## config.mk

```make
export PLATFORM = sky130hd
export DESIGN_NAME = scan_sequencer_flat
export DESIGN_NICKNAME = d
export VERILOG_FILES = /design/src/rtl/scan_sequencer_pkg.sv /design/src/rtl/scan_sequencer_if.sv /design/src/rtl/scan_sequencer_twoof5_decode.sv /design/src/rtl/scan_sequencer.sv /design/src/flat_wrapper.sv
export SDC_FILE = /design/constraint.sdc
export NUM_CORES = 1
export LEC_CHECK = 0
export ABC_AREA = 1
export CORE_ASPECT_RATIO = 1.4
export CORE_MARGIN = 1.5
export CORE_UTILIZATION = 57
export DETAILED_ROUTE_END_ITERATION = 7
export GPL_ROUTABILITY_DRIVEN = 1
export PLACE_DENSITY = 0.85
export SETUP_SLACK_MARGIN = 0.3
export SYNTH_ARGS = -nofsm -noshare
export SYNTH_HDL_FRONTEND = slang
export SYNTH_HIERARCHICAL = 1
export SYNTH_SLANG_ARGS = --single-unit
```

## constraint.sdc

```tcl
create_clock -name clock -period 5.4 [get_ports clock]
set_clock_uncertainty 0.15 [all_clocks]
set_input_delay 1.08 -clock clock [delete_from_list [all_inputs] [get_ports clock]]
set_output_delay 1.08 -clock clock [all_outputs]
set_load 0.005 [all_outputs]
```

## src/rtl/scan_sequencer_pkg.sv

```systemverilog
// scan_pkg: shared types and constants for the bar-code frame sequencer.
//   state_t      - frame FSM states
//   CODE_START / CODE_STOP - 5-bit control symbols
//   ERR_*        - end-of-frame status codes
//   W0..W4       - 2-of-5 bit weights
//   add_mod10    - checksum accumulate helper
package scan_pkg;

  typedef enum logic [1:0] {
    IDLE  = 2'd0,
    DATA  = 2'd1,
    CHECK = 2'd2,
    STOP  = 2'd3
  } state_t;

  localparam logic [4:0] CODE_START = 5'b00111;
  localparam logic [4:0] CODE_STOP  = 5'b11100;

  localparam logic [1:0] ERR_NONE     = 2'd0;
  localparam logic [1:0] ERR_BADSYM   = 2'd1;
  localparam logic [1:0] ERR_CHECKSUM = 2'd2;
  localparam logic [1:0] ERR_ABORT    = 2'd3;

  localparam logic [3:0] W0 = 4'd1;
  localparam logic [3:0] W1 = 4'd2;
  localparam logic [3:0] W2 = 4'd4;
  localparam logic [3:0] W3 = 4'd7;
  localparam logic [3:0] W4 = 4'd0;

  // The sum of two digits can reach 18, so widen before folding back into 0..9.
  function automatic logic [3:0] add_mod10(input logic [3:0] a, input logic [3:0] b);
    logic [4:0] s;
    s = {1'b0, a} + {1'b0, b};
    if (s >= 5'd10) begin
      s = s - 5'd10;
    end else begin
      s = s;
    end
    return s[3:0];
  endfunction

endpackage

```

## src/rtl/scan_sequencer_if.sv

```systemverilog
// scan_sequencer_if: symbol input and frame result bundle.
//   PG, I                           - symbol strobe and code from the front end
//   digit_valid, digit              - accepted data digit pulse
//   FIM, ERR, err_code              - end-of-frame pulse and status
//   busy                            - frame in progress
// master = symbol source / result consumer, slave = sequencer.
interface scan_sequencer_if;
  logic       PG;
  logic [4:0] I;
  logic       digit_valid;
  logic [3:0] digit;
  logic       FIM;
  logic       ERR;
  logic [1:0] err_code;
  logic       busy;

  modport master (
    output PG, I,
    input  digit_valid, digit, FIM, ERR, err_code, busy
  );

  modport slave (
    input  PG, I,
    output digit_valid, digit, FIM, ERR, err_code, busy
  );
endinterface

```

## src/rtl/scan_sequencer_twoof5_decode.sv

```systemverilog
// twoof5_decode: combinational 2-of-5 symbol decoder.
//   I        in  - 5-bit symbol code
//   valid    out - exactly two bits set (a data digit)
//   digit    out - weighted value, 11 folded to 0; 0 when not valid
//   is_start out - symbol equals the START control code
//   is_stop  out - symbol equals the STOP control code
module twoof5_decode
  import scan_pkg::*;
(
  input  logic [4:0] I,
  output logic       valid,
  output logic [3:0] digit,
  output logic       is_start,
  output logic       is_stop
);

  logic [2:0] ones_s;
  logic [3:0] wsum_s;

  // Count set bits and form the weighted sum of the set positions.
  always_comb begin
    ones_s = {2'b00, I[0]} + {2'b00, I[1]} + {2'b00, I[2]} + {2'b00, I[3]} + {2'b00, I[4]};
    wsum_s = (I[0] ? W0 : 4'd0) + (I[1] ? W1 : 4'd0) + (I[2] ? W2 : 4'd0)
           + (I[3] ? W3 : 4'd0) + (I[4] ? W4 : 4'd0);
    valid  = (ones_s == 3'd2);
    if (!valid) begin
      digit = 4'd0;
    end else if (wsum_s == 4'd11) begin
      digit = 4'd0;
    end else begin
      digit = wsum_s;
    end
    is_start = (I == CODE_START);
    is_stop  = (I == CODE_STOP);
  end

endmodule

```

## src/rtl/scan_sequencer.sv

```systemverilog
// scan_sequencer: frames bar-code scans as START, DIGITS data digits,
// check digit, STOP; reports one end-of-frame event with status.
//   clock                - rising-edge clock
//   I_StateMachine_Reset - synchronous active-high reset
//   bus (slave)          - PG/I symbol input, digit/FIM/ERR/err_code/busy results
// Parameters: DIGITS data digits per frame (1..15), TIMEOUT max inter-symbol gap.
module scan_sequencer
  import scan_pkg::*;
#(
  parameter int DIGITS  = 4,
  parameter int TIMEOUT = 255
) (
  input  logic             clock,
  input  logic             I_StateMachine_Reset,
  scan_sequencer_if.slave  bus
);

  localparam int TW = $clog2(TIMEOUT + 1);
  localparam int CW = $clog2(DIGITS + 1);
  localparam logic [TW-1:0] TIMER_LIMIT = TW'(TIMEOUT);
  localparam logic [TW-1:0] TIMER_SAT   = {TW{1'b1}};
  localparam logic [CW-1:0] LAST_COUNT  = CW'(DIGITS - 1);

  state_t        state_r;
  logic          pg_q_r;
  logic [TW-1:0] timer_r;
  logic [CW-1:0] count_r;
  logic [3:0]    sum_r;
  logic          digit_valid_r;
  logic [3:0]    digit_r;
  logic          fim_r;
  logic          err_r;
  logic [1:0]    err_code_r;
  logic          busy_r;

  logic          acc_s;
  logic          sym_valid_s;
  logic [3:0]    sym_digit_s;
  logic          sym_start_s;
  logic          sym_stop_s;

  twoof5_decode u_decode (
    .I        (bus.I),
    .valid    (sym_valid_s),
    .digit    (sym_digit_s),
    .is_start (sym_start_s),
    .is_stop  (sym_stop_s)
  );

  // A symbol is consumed only on the rising edge of PG.
  assign acc_s = bus.PG & ~pg_q_r;

  // Frame FSM with gap timer, checksum accumulator and registered outputs.
  always_ff @(posedge clock) begin
    if (I_StateMachine_Reset) begin
      state_r       <= IDLE;
      pg_q_r        <= 1'b1;  // PG held high across release must not look like an edge
      timer_r       <= '0;
      count_r       <= '0;
      sum_r         <= 4'd0;
      digit_valid_r <= 1'b0;
      digit_r       <= 4'd0;
      fim_r         <= 1'b0;
      err_r         <= 1'b0;
      err_code_r    <= ERR_NONE;
      busy_r        <= 1'b0;
    end else begin
      pg_q_r        <= bus.PG;
      digit_valid_r <= 1'b0;
      digit_r       <= 4'd0;
      fim_r         <= 1'b0;
      err_r         <= 1'b0;
      err_code_r    <= ERR_NONE;

      // An accepted symbol beats a coincident timeout because it clears the timer.
      if (state_r == IDLE || acc_s) begin
        timer_r <= '0;
      end else if (timer_r != TIMER_SAT) begin
        timer_r <= timer_r + TW'(1);
      end else begin
        timer_r <= timer_r;
      end

      case (state_r)
        IDLE: begin
          if (acc_s && sym_start_s) begin
            state_r <= DATA;
            count_r <= '0;
            sum_r   <= 4'd0;
            busy_r  <= 1'b1;
          end else begin
            state_r <= IDLE;
          end
        end

        DATA, CHECK, STOP: begin
          if (acc_s) begin
            if (sym_start_s) begin
              // A fresh START aborts the current frame and opens a new one directly.
              fim_r      <= 1'b1;
              err_r      <= 1'b1;
              err_code_r <= ERR_ABORT;
              state_r    <= DATA;
              count_r    <= '0;
              sum_r      <= 4'd0;
              busy_r     <= 1'b1;
            end else begin
              case (state_r)
                DATA: begin
                  if (sym_valid_s) begin
                    digit_valid_r <= 1'b1;
                    digit_r       <= sym_digit_s;
                    sum_r         <= add_mod10(sum_r, sym_digit_s);
                    count_r       <= count_r + CW'(1);
                    if (count_r == LAST_COUNT) begin
                      state_r <= CHECK;
                    end else begin
                      state_r <= DATA;
                    end
                  end else begin
                    fim_r      <= 1'b1;
                    err_r      <= 1'b1;
                    err_code_r <= ERR_BADSYM;
                    state_r    <= IDLE;
                    busy_r     <= 1'b0;
                  end
                end
                CHECK: begin
                  if (sym_valid_s && (sym_digit_s == sum_r)) begin
                    state_r <= STOP;
                  end else if (sym_valid_s) begin
                    fim_r      <= 1'b1;
                    err_r      <= 1'b1;
                    err_code_r <= ERR_CHECKSUM;
                    state_r    <= IDLE;
                    busy_r     <= 1'b0;
                  end else begin
                    fim_r      <= 1'b1;
                    err_r      <= 1'b1;
                    err_code_r <= ERR_BADSYM;
                    state_r    <= IDLE;
                    busy_r     <= 1'b0;
                  end
                end
                STOP: begin
                  if (sym_stop_s) begin
                    fim_r      <= 1'b1;
                    err_r      <= 1'b0;
                    err_code_r <= ERR_NONE;
                  end else begin
                    fim_r      <= 1'b1;
                    err_r      <= 1'b1;
                    err_code_r <= ERR_BADSYM;
                  end
                  state_r <= IDLE;
                  busy_r  <= 1'b0;
                end
                default: begin
                  state_r <= IDLE;
                  busy_r  <= 1'b0;
                end
              endcase
            end
          end else if (timer_r == TIMER_LIMIT) begin
            fim_r      <= 1'b1;
            err_r      <= 1'b1;
            err_code_r <= ERR_ABORT;
            state_r    <= IDLE;
            busy_r     <= 1'b0;
          end else begin
            state_r <= state_r;
          end
        end

        default: begin
          state_r <= IDLE;
          busy_r  <= 1'b0;
        end
      endcase
    end
  end

  assign bus.digit_valid = digit_valid_r;
  assign bus.digit       = digit_r;
  assign bus.FIM         = fim_r;
  assign bus.ERR         = err_r;
  assign bus.err_code    = err_code_r;
  assign bus.busy        = busy_r;

endmodule

```

## src/flat_wrapper.sv

```systemverilog
// flat-port wrapper written by rule: the top's interface ports become plain ports
module scan_sequencer_flat import scan_pkg::*;
#(
  parameter int DIGITS  = 4,
  parameter int TIMEOUT = 255
)
  (clock, I_StateMachine_Reset, bus_PG, bus_I, bus_digit_valid, bus_digit, bus_FIM, bus_ERR, bus_err_code, bus_busy);
  scan_sequencer_if bus_i ();
  input  logic clock;
  input  logic I_StateMachine_Reset;
  input wire logic [$bits(bus_i.PG)-1:0] bus_PG;
  input wire logic [$bits(bus_i.I)-1:0] bus_I;
  output wire logic [$bits(bus_i.digit_valid)-1:0] bus_digit_valid;
  output wire logic [$bits(bus_i.digit)-1:0] bus_digit;
  output wire logic [$bits(bus_i.FIM)-1:0] bus_FIM;
  output wire logic [$bits(bus_i.ERR)-1:0] bus_ERR;
  output wire logic [$bits(bus_i.err_code)-1:0] bus_err_code;
  output wire logic [$bits(bus_i.busy)-1:0] bus_busy;
  assign bus_i.PG = bus_PG;
  assign bus_i.I = bus_I;
  assign bus_digit_valid = bus_i.digit_valid;
  assign bus_digit = bus_i.digit;
  assign bus_FIM = bus_i.FIM;
  assign bus_ERR = bus_i.ERR;
  assign bus_err_code = bus_i.err_code;
  assign bus_busy = bus_i.busy;
  scan_sequencer #(.DIGITS(DIGITS), .TIMEOUT(TIMEOUT)) u_core (.clock(clock), .I_StateMachine_Reset(I_StateMachine_Reset), .bus(bus_i));
endmodule
```

# --- Yosys cells after proc, flatten, opt, wreduce, memory -nomap -nowiden ---
# Index checks and enable logic that the tools add are counted.
classes:
  n_addsub: 11
  n_lt_le_gt_ge: 1
  eq_ne: 18
  mux: 55
  bitwise: 6
  reduce_logical: 11
op_table:
  columns: ["operator", "n"]
  rows:
  - ["two-way mux 4 bit", 8]
  - ["two-way mux 2 bit", 12]
  - ["two-way mux 3 bit", 7]
  - ["two-way mux 1 bit", 19]
  - ["inequality test 5 bit (second input constant)", 2]
  - ["adder 3 x 1 -> 3 bit", 3]
  - ["inequality test 3 x 1 -> 1 bit (second input constant)", 3]
  - ["adder 8 x 1 -> 8 bit (second input constant)", 1]
  - ["== test 8 bit (second input constant)", 1]
  - ["inequality test 8 bit (second input constant)", 1]
  - ["case mux 2 bit (2 select lines)", 2]
  - ["case mux 4 bit (2 select lines)", 1]
  - ["AND reduction 4 bit", 2]
  - ["== test 3 x 2 -> 1 bit (second input constant)", 2]
  - ["case mux 1 bit (3 select lines)", 2]
  - ["case mux 2 bit (3 select lines)", 1]
  - ["case mux 3 bit (2 select lines)", 1]
  - ["OR reduction 6 bit", 1]
  - ["adder 4 x 4 -> 5 bit", 1]
  - ["== test 5 x 3 -> 1 bit (second input constant)", 1]
  - ["== test 5 bit (second input constant)", 1]
  - [">= comparator 5 x 4 -> 1 bit (second input constant)", 1]
  - ["NOT 1 bit", 5]
  - ["OR reduction 5 bit", 1]
  - ["19 further kinds", 23]
totals:
  register_bits: 28
  wordCells: 113

# --- Logic depth before layout (Yosys ltp) ---
# Gate-level depths: netlist of run 1.
depth:
  word_depth: 15
  depth_mapped: 21
  mapped_depth_nobuf: 21

# --- Cells and area by module ---
# Netlist of run 1, hierarchy kept.
modules_own_cells:
  columns: ["mod", "instances", "cells_per_inst", "area_each_um2", "seq_area_each_um2"]
  rows:
  - ["scan_sequencer", 1, 214, 1544.0, 560.5]
  - ["twoof5_decode", 1, 44, 300.3, 0.0]

# --- Worst setup path after synthesis of run 1 ---
# Ideal clock, no wire load.
synth_timing:
  kind: "in2reg"
  startpoint: "input bus_I[0]"
  endpoint: "register u_core.sum_r[1]"
  setup_ns: 0.070
  t_arrival_ns: 3.895
  setup_slack_ns: 1.285
  path_stages: 19
  n_path_buf: 0
  path_cell_list: "inv_1 -> fa_1 -> fa_1 -> inv_1 -> ha_1 -> nand2_2 -> nor2_4 -> nand2_1 -> nor2_1 -> ha_1 -> fa_1 -> inv_1 -> ha_1 -> nand2_1 -> nand2_1 -> nand2_1 -> nand2_1 -> nand3_1 -> a21oi_1"
synth_rtl:
  columns: ["element", "line", "text"]
  rows:
  - ["start: declaration", "flat_wrapper.sv:12", "input wire logic [$bits(bus_i.I)-1:0] bus_I;"]
  - ["adder 1 x 1 -> 2 bit (*)", "scan_sequencer_twoof5_decode.sv:22", "ones_s = {2'b00, I[0]} + {2'b00, I[1]} + {2'b00, I[2]} + {2'b00, I[3]} + {2'b00, I[4]};"]
  - ["adder 3 x 1 -> 3 bit (*) (3 in series)", "scan_sequencer_twoof5_decode.sv:22", null]
  - ["== test 3 x 2 -> 1 bit (*)", "scan_sequencer_twoof5_decode.sv:25", "valid = (ones_s == 3'd2);"]
  - ["net u_core.sym_valid_s", "scan_sequencer.sv:37", "logic sym_valid_s;"]
  - ["two-way mux 4 bit (*)", "scan_sequencer_twoof5_decode.sv:26", "if (!valid) begin"]
  - ["net u_core.sym_digit_s[0]", "scan_sequencer.sv:38", "logic [3:0] sym_digit_s;"]
  - ["adder 4 x 4 -> 5 bit (*)", "scan_sequencer_pkg.sv:33", "s = {1'b0, a} + {1'b0, b};"]
  - ["subtractor 4 bit / >= comparator 5 x 4 -> 1 bit (equally long branches)", "scan_sequencer_pkg.sv:35, scan_sequencer_pkg.sv:34", null]
  - ["two-way mux 4 bit (*)", "scan_sequencer_pkg.sv:34", "if (s >= 5'd10) begin"]
  - ["two-way mux 4 bit (*)", "scan_sequencer.sv:110", "if (sym_valid_s) begin"]
  - ["two-way mux 4 bit (*)", "scan_sequencer.sv:108", "case (state_r)"]
  - ["two-way mux 4 bit (*)", "scan_sequencer.sv:98", "if (sym_start_s) begin"]
  - ["two-way mux 4 bit (*)", "scan_sequencer.sv:97", "if (acc_s) begin"]
  - ["case mux 4 bit (2 select lines) (*)", "scan_sequencer.sv:84", "case (state_r)"]
  - ["end signal: assignment", "scan_sequencer.sv:113", "sum_r <= add_mod10(sum_r, sym_digit_s);"]
  - ["end: declaration", "scan_sequencer.sv:28", "logic [3:0] sum_r;"]
# Mark *: on every way through the listed nets, which the timed path passes. The rest lies on a longest branch. The select of a mux whose other input is x is not followed.
# A chain may end at the register's enable or synchronous reset.

# --- Final worst setup path of run 1 ---
layout_timing:
  startpoint: "input bus_I[3]"
  endpoint: "register u_core.sum_r[1]"
layout_rtl:
  columns: ["element", "line"]
  rows:
  - ["adder 3 x 1 -> 3 bit (*) (2 in series)", "scan_sequencer_twoof5_decode.sv:22"]
  - ["== test 3 x 2 -> 1 bit (*)", "scan_sequencer_twoof5_decode.sv:25"]
  - ["net u_core.sym_valid_s", "scan_sequencer.sv:37"]
  - ["two-way mux 4 bit (*)", "scan_sequencer_twoof5_decode.sv:26"]
  - ["net u_core.sym_digit_s[0]", "scan_sequencer.sv:38"]
  - ["adder 4 x 4 -> 5 bit (*)", "scan_sequencer_pkg.sv:33"]
  - ["subtractor 4 bit / >= comparator 5 x 4 -> 1 bit (equally long branches)", "scan_sequencer_pkg.sv:35, scan_sequencer_pkg.sv:34"]
  - ["two-way mux 4 bit (*)", "scan_sequencer_pkg.sv:34"]
  - ["two-way mux 4 bit (*)", "scan_sequencer.sv:110"]
  - ["two-way mux 4 bit (*)", "scan_sequencer.sv:108"]
  - ["two-way mux 4 bit (*)", "scan_sequencer.sv:98"]
  - ["two-way mux 4 bit (*)", "scan_sequencer.sv:97"]
  - ["case mux 4 bit (2 select lines) (*)", "scan_sequencer.sv:84"]
# Marked as above.

==> results of run 1 <==
-- kinds of logic (layout without fill, tap and decap cells) --
family / count (synthesis) / in the layout / synth area share
xor+xnor: 3 / 3 / 0.01425
flops: 28 / 28 / 0.3039
buf+inv: 41 / 61 / 0.08344
compound gates: 32 / 32 / 0.09295
simple gates: 129 / 129 / 0.3195
fa+ha+maj: 25 / 25 / 0.1859
-- area by class of cell --
type / instances / share of cell area
multi-input cells: 189 / 0.5302
flip-flops and latches: 28 / 0.2631
repair buffers: 17 / 0.07986
inverters: 40 / 0.07046
well taps: 39 / 0.02290
clock buffers: 3 / 0.01938
clock inverters: 1 / 0.01409
-- path summary, 6_finish.rpt --
kind | start | end | slack, ns | cells past startpoint
hold / removal | u_core/count_r[0]$_SDFFE_PP0P_ | u_core/count_r[0]$_SDFFE_PP0P_ | 0.31 | 1
setup reg to reg | u_core/sum_r[0]$_SDFFE_PP0P_ | u_core/sum_r[1]$_SDFFE_PP0P_ | 3.29 | 12
hold reg to reg | u_core/count_r[0]$_SDFFE_PP0P_ | u_core/count_r[0]$_SDFFE_PP0P_ | 0.31 | 1
setup / recovery | bus_I[3] | u_core/sum_r[1]$_SDFFE_PP0P_ | 0.61 | 20
-- state kept, by name, indices dropped and copies added (netlist names) --
signal	flops
u_core/count_r	3
u_core/bus.digit_valid	1
u_core/bus.digit	4
u_core/bus.err_code	2
u_core/timer_r	8
u_core/pg_q_r	1
u_core/state_r	2
u_core/sum_r	4
u_core/bus.ERR	1
u_core/bus.busy	1
u_core/bus.FIM	1
-- where the power goes --
| group | internal (mW) | switching [mW] | leakage, nW |
|---|---|---|---|
| sequential | 0.207 | 0.000330 | 0.226 |
| clock | 0.0993 | 0.0645 | 0.0357 |
| combinational | 0.0268 | 0.0442 | 0.710 |
-- per-layer routing --
layer	global-route usage	wire length [um]	share of wire	vias up
li1	-	-	-	856
met1	0.2500	1476	0.42	729
met2	0.3810	1787	0.51	38
met3	0.03419	117	0.034	11
met4	0.09610	94	0.027	0
met5	0	0	0	-
-- cell usage after synthesis (2+ instances only) --
library cell | number | area share
sky130_fd_sc_hd__ha_1 | 21 | 0.14
sky130_fd_sc_hd__nand3_1 | 16 | 0.043
sky130_fd_sc_hd__nand2_2 | 5 | 0.017
sky130_fd_sc_hd__o21ai_0 | 6 | 0.016
sky130_fd_sc_hd__fa_1 | 4 | 0.043
sky130_fd_sc_hd__nor3_1 | 3 | 0.0081
sky130_fd_sc_hd__inv_2 | 4 | 0.0081
sky130_fd_sc_hd__nor2_4 | 2 | 0.012
sky130_fd_sc_hd__dfxtp_1 | 28 | 0.30
sky130_fd_sc_hd__nand2_1 | 65 | 0.13
sky130_fd_sc_hd__a21oi_1 | 21 | 0.057
sky130_fd_sc_hd__inv_1 | 36 | 0.073
sky130_fd_sc_hd__nor2_1 | 27 | 0.055
sky130_fd_sc_hd__and3_1 | 2 | 0.0068
sky130_fd_sc_hd__xnor2_1 | 2 | 0.0095
-- metrics by stage --
stage / cells / worst slack, ns / hold WS (ns) / util / power (mW)
floorplan: 258 / 1.285 / 0.2783 / - / 0.2631
global placement: 313 / 0.5434 / 0.2924 / 0.6659 / 0.2795
detailed placement: 313 / 0.3103 / 0.2991 / 0.6659 / 0.2830
CTS: 317 / 0.5923 / 0.3150 / 0.6889 / 0.4464
global route: 317 / 0.3430 / 0.3438 / 0.6889 / 0.4649
finish: 317 / 0.6137 / 0.3140 / 0.6889 / 0.4419
==> parameters.txt, run 1 <==
Parameter                              Value

Final layout
  Storage element area ... 560.5 um2
  Area of the multi-input gates ... 1130 um2
  Count of fill cells added during filler insertion ... 263
  Leading cell types in the layout, fill and taps excluded ... 65 x sky130_fd_sc_hd__nand2_1, 36 x sky130_fd_sc_hd__inv_1, 28 x sky130_fd_sc_hd__dfxtp_1
  Signed area change from the synthesized netlist to the final layout ... 15.54%
  Area of all placed cells without fillers ... 2131 um2
  Proportion of layout cells with a drive suffix above 1 ... 0.07554
  Number of antenna repair diodes ... 0
  Most common cell after layout, fill and taps aside ... sky130_fd_sc_hd__nand2_1
  Fin nets ... 312

Global route
  Via count of the first global-routing pass ... 1481
  Pin count of the biggest net entering global routing ... 17
  Overflow left after global routing ... 0
  GR Util All Layers ... 0.2167
  Wire length of the first global-routing pass ... 6030 um
  Antenna violations before repair ... 0

Setup path
  Sort of element at the start of the critical path ... input port
  CP endpoint kind ... flop
  Maximum cell stage delay along the critical path ... 0.59 ns
  Critical path buffers and inverters ... 4
  Critical Path Most Common Cell ... sky130_fd_sc_hd__nand2_1
  CP Max Fanout ... 10
  Critical path, cell by cell ... clkdlybuf4s50_1 -> inv_1 -> fa_1 -> fa_1 -> inv_1 -> ha_1 -> nand2_2 -> nor2_4 -> nand2_1 -> nor2_1 -> ha_1 -> fa_1 -> inv_1 -> ha_1 -> nand2_1 -> nand2_1 -> nand2_1 -> nand2_1 -> nand3_1 -> a21oi_1
  Cell at the slowest stage of the critical path ... sky130_fd_sc_hd__clkdlybuf4s50_1
  Data required time of the critical path ... 5.45 ns
  Critical path class ... in2reg
  Dominant delay contributor by cell family on the critical path ... adder cells
  Data arrival time of the critical path ... 4.84 ns

CTS
  Maximum clock path buffer count ... 2
  Number of sinks on the clock net ... 28
  Clock-pin slew on the worst setup and hold paths ... 0.09 ns
  CTS root buffer ... sky130_fd_sc_hd__clkbuf_8
  Number of H-tree levels ... 1
  Source-to-sink clock delay at the later pin of the worst-skew pair ... 0.27 ns
  CTS tree ... done
  Total CTS buffers ... 3
  Quantity of gates resized following cts ... 0
  # hold bufs at CTS ... 0
  Number of buffers inserted to repair setup after CTS ... 0

Floorplanning
  Die area ... 3591 um2
  Initial Utilization ... 0.5963
  Die Y-Extent ... 70.31 um
  Number of placement rows ... 24
  Number of I/O pins ... 18
  Horizontal die dimension ... 51.08 um
  Core Box Area ... 3093 um2

Synth
  Part of the Yosys area used for sequential elements ... 0.3039
  Count of state elements after synthesis ... 28
  Area of the mapped netlist ... 1844 um2
  FFs w/ async S/R, synth ... 0
  Synthesized netlist net count ... 291
  Gate count after technology mapping ... 258
  Number of warning messages in the yosys log ... 6
  Avg Cell Area, Syn ... 7.148 um2
  Primary FF master, synth ... sky130_fd_sc_hd__dfxtp_1
  EDFF count, synth ... 0
  Number of library cell types mapped by synthesis ... 31

Power
  Largest vdd supply drop ... 230.8 uV
  Power density over the cells ... 207.4 nW/um2
  Leakage power ... 0.9717 nW

Drt
  Antenna Nets Post-Route ... 0
  Routed Wire Length ... 3476 um
  Detailed-route vias per instance ... 5.155
  Iteration-0 DRC count of the detailed router ... 32
  Vias ... 1634
  Routed wire per std cell ... 10.97 um
  Number of optimization iterations in the first detailed-route pass ... 4
  Drc violations ... 0

Placed design
  Final weighted congestion in routability-driven placement ... 0.8562
  IO buf count ... 17
  Final HPWL DP ... 2735 um
  Placement-stage cell area ... 2059 um2

STA
  Maximum clock frequency ... 208.9 MHz
  Headroom to the max-slew limit ... 0.5360
  Total count of hold-check failures in the final report ... 0
  Slew at the pin closest to its max-slew limit ... 0.6934 ns
  Count of final setup violators ... 0
  TNS Setup ... 0 ns
  Post-layout min period ... 4.786 ns
  RSZ-0062 raised after global routing ... no
  Max-slew violations ... 0
  Share of the cycle needed by the critical path after routing ... 0.8864

Min path
  Worst hold path class ... reg2reg

Status
  Status ... finished, final reports clean

Job
  Count of maximum capacitance violations ... 0
Power figures use the tool's default switching activity.
==> run 2, diff against run 1 <==
CORE_MARGIN = default   (was 1.5)
==> run 2 against run 1 <==
Final cell count is the same; utilization is the same; global-route usage grew 2.1 points; sequential share of layout area is the same; via count grew 0.24%; clock power is essentially flat; register-to-register slack gained 0.02 ns; largest cell class unchanged; largest power group unchanged.
==> parameters.txt, run 2 (synthesis gave the netlist of run 1 again) <==
Parameter                              Value

Drt
  Routed Wire Length ... 3657 um (was 3476 um)
  Iteration-0 DRC count of the detailed router ... 52 (was 32)
  Routed wire per std cell ... 11.54 um (was 10.97 um)
  Drc violations ... 0 (unchanged)
  Antenna Nets Post-Route ... 0 (unchanged)
  Vias ... 1638 (was 1634)
  Detailed-route vias per instance ... 5.167 (was 5.155)
  Number of optimization iterations in the first detailed-route pass ... 4 (unchanged)

Power
  Leakage power ... 0.9717 nW (unchanged)
  Largest vdd supply drop ... 134.2 uV (was 230.8 uV)
  Cell Int Power ... 0.3327 mW (was 0.3329 mW)
  Final Power ... 0.4428 mW (was 0.4419 mW)
  Switching Share ... 0.2485 (was 0.2467)
  Net load switching power ... 0.1100 mW (was 0.1090 mW)
  Power density over the cells ... 207.8 nW/um2 (was 207.4 nW/um2)
  Proportion of power drawn by flip-flops and latches ... 0.468 (was 0.469)
  Clock share of power ... 0.371 (about the same)
  Gate power share ... 0.161 (about the same)

Global route
  GR Util All Layers ... 0.2372 (was 0.2167)
  Wire length of the first global-routing pass ... 6568 um (was 6030 um)
  Overflow left after global routing ... 0 (unchanged)
  Via count of the first global-routing pass ... 1569 (was 1481)
  Antenna violations before repair ... 0 (unchanged)
  Pin count of the biggest net entering global routing ... 17 (unchanged)

Floorplanning
  Number of I/O pins ... 18 (unchanged)
  Die Y-Extent ... 69.31 um (was 70.31 um)
  Horizontal die dimension ... 50.08 um (was 51.08 um)
  Die area ... 3470 um2 (was 3591 um2)
  Core Box Area ... 3093 um2 (unchanged)
  Initial Utilization ... 0.5963 (unchanged)
  Number of placement rows ... 24 (unchanged)

Final layout
  Area of all placed cells without fillers ... 2131 um2 (unchanged)
  Count of placed standard cells in the final layout, fillers left out ... 317 (unchanged)
  Flip-flop count of the largest register, all copies and words added ... 8 (unchanged)
  Leading cell types in the layout, fill and taps excluded ... 65 x sky130_fd_sc_hd__nand2_1, 36 x sky130_fd_sc_hd__inv_1, 28 x sky130_fd_sc_hd__dfxtp_1 (unchanged)
  Reg with most FFs ... u_core/timer_r (unchanged)
  Number of antenna repair diodes ... 0 (unchanged)
  Signed area change from the synthesized netlist to the final layout ... 15.54% (unchanged)
  Fin nets ... 312 (unchanged)
  Most common cell after layout, fill and taps aside ... sky130_fd_sc_hd__nand2_1 (unchanged)
  Proportion of layout cells with a drive suffix above 1 ... 0.07554 (unchanged)

STA
  Share of the cycle needed by the critical path after routing ... 0.8810 (was 0.8864)
  Post-layout min period ... 4.757 ns (was 4.786 ns)
  Slew at the pin closest to its max-slew limit ... 0.6705 ns (was 0.6934 ns)
  Maximum clock frequency ... 210.2 MHz (was 208.9 MHz)
  RSZ-0062 raised after global routing ... no (unchanged)
  TNS Setup ... 0 ns (unchanged)
  Count of final setup violators ... 0 (unchanged)
  Total count of hold-check failures in the final report ... 0 (unchanged)
  Max-slew violations ... 0 (unchanged)
  Worst setup slack after layout ... 0.6428 ns (was 0.6137 ns)
  Headroom to the max-slew limit ... 0.5513 (was 0.5360)

CTS
  Total CTS buffers ... 3 (unchanged)
  Maximum clock path buffer count ... 2 (unchanged)
  # hold bufs at CTS ... 0 (unchanged)
  CTS root buffer ... sky130_fd_sc_hd__clkbuf_8 (unchanged)
  Quantity of gates resized following cts ... 0 (unchanged)
  Number of sinks on the clock net ... 28 (unchanged)
  CTS tree ... done (unchanged)
  Number of H-tree levels ... 1 (unchanged)
  Source-to-sink clock delay at the later pin of the worst-skew pair ... 0.27 ns (about the same)
  Clock-pin slew on the worst setup and hold paths ... 0.10 ns (was 0.09 ns)
  Number of buffers inserted to repair setup after CTS ... 0 (unchanged)

Setup path
  CP Max Fanout ... 10 (unchanged)
  CP endpoint kind ... flop (unchanged)
  Critical Path Most Common Cell ... sky130_fd_sc_hd__nand2_1 (unchanged)
  Data arrival time of the critical path ... 4.81 ns (was 4.84 ns)
  Maximum cell stage delay along the critical path ... 0.59 ns (about the same)
  Cell at the slowest stage of the critical path ... sky130_fd_sc_hd__clkdlybuf4s50_1 (unchanged)
  Data required time of the critical path ... 5.45 ns (about the same)
  Critical path class ... in2reg (unchanged)
  Sort of element at the start of the critical path ... input port (unchanged)
  Critical path, cell by cell ... clkdlybuf4s50_1 -> inv_1 -> fa_1 -> fa_1 -> inv_1 -> ha_1 -> nand2_2 -> nor2_4 -> nand2_1 -> nor2_1 -> ha_1 -> fa_1 -> inv_1 -> ha_1 -> nand2_1 -> nand2_1 -> nand2_1 -> nand2_1 -> nand3_1 -> a21oi_1 (unchanged)

Status
  Status ... finished, final reports clean (unchanged)

Placed design
  Post-placement cell count ... 313 (unchanged)
  Final HPWL DP ... 2799 um (was 2735 um)
  Placement-stage cell area ... 2059 um2 (unchanged)
  Post-Place Setup Slack ... 0.3833 ns (was 0.3103 ns)
  IO buf count ... 17 (unchanged)
  Final weighted congestion in routability-driven placement ... 0.8528 (was 0.8562)

Job
  Count of maximum capacitance violations ... 0 (unchanged)

Min path
  Worst hold path class ... reg2reg (unchanged)
[run 2: per-layer routing]
| layer | vias to the layer above | GRT usage | part of all wire |
|---|---|---|---|
| met3 | 10 | 0.02412 | 0.022 |
| li1 | 857 | - | - |
| met1 | 740 | 0.2845 | 0.43 |
| met2 | 31 | 0.4059 | 0.53 |
| met5 | - | 0 | 0 |
| met4 | 0 | 0.1206 | 0.025 |
[run 2: final timing paths]
kind,end,cells after the start,from,slack (ns)
worst max register to register,u_core/sum_r[1]$_SDFFE_PP0P_,12,u_core/sum_r[0]$_SDFFE_PP0P_,3.31
worst max-delay path,u_core/sum_r[1]$_SDFFE_PP0P_,20,bus_I[3],0.64
worst min-delay path,u_core/timer_r[7]$_SDFFE_PP0N_,2,u_core/timer_r[7]$_SDFFE_PP0N_,0.32
worst min register to register,u_core/timer_r[7]$_SDFFE_PP0N_,2,u_core/timer_r[7]$_SDFFE_PP0N_,0.32
[run 2: final cells by class]
class	instances	area, um2
Multi-Input combinational cell	189	1130
Fill cell	267	962.2
Sequential cell	28	560.5
Timing Repair Buffer	17	170.2
Inverter	40	150.1
Tap cell	39	48.80
Clock buffer	3	41.29
Clock inverter	1	30.03
[run 2: power groups by stage]
stage	clock, mW	combinational [mW]	sequential, mW
final	0.164	0.0712	0.207
after global routing	0.176	0.0817	0.207
after CTS	0.171	0.0713	0.207
after detailed placement	0	0.0700	0.212
after global placement	0	0.0676	0.212
after floorplan	0	0.0512	0.212
[run 2: critical path: cells and delay by family]
family	cells	cell delay, ns
AOI/OAI and AO/OA	1	0.13
adders and majority gates	6	1.87
buffers and inverters	4	0.87
and+or+nand+nor	9	0.85
[run 2: stage by stage]
stage          hold WS [ns]    util
2_1_floorplan        0.2783       -
6_report             0.3187  0.6889
5_1_grt              0.3374  0.6889
3_3_place_gp         0.2945  0.6659
3_5_place_dp         0.3036  0.6659
4_1_cts              0.3183  0.6889
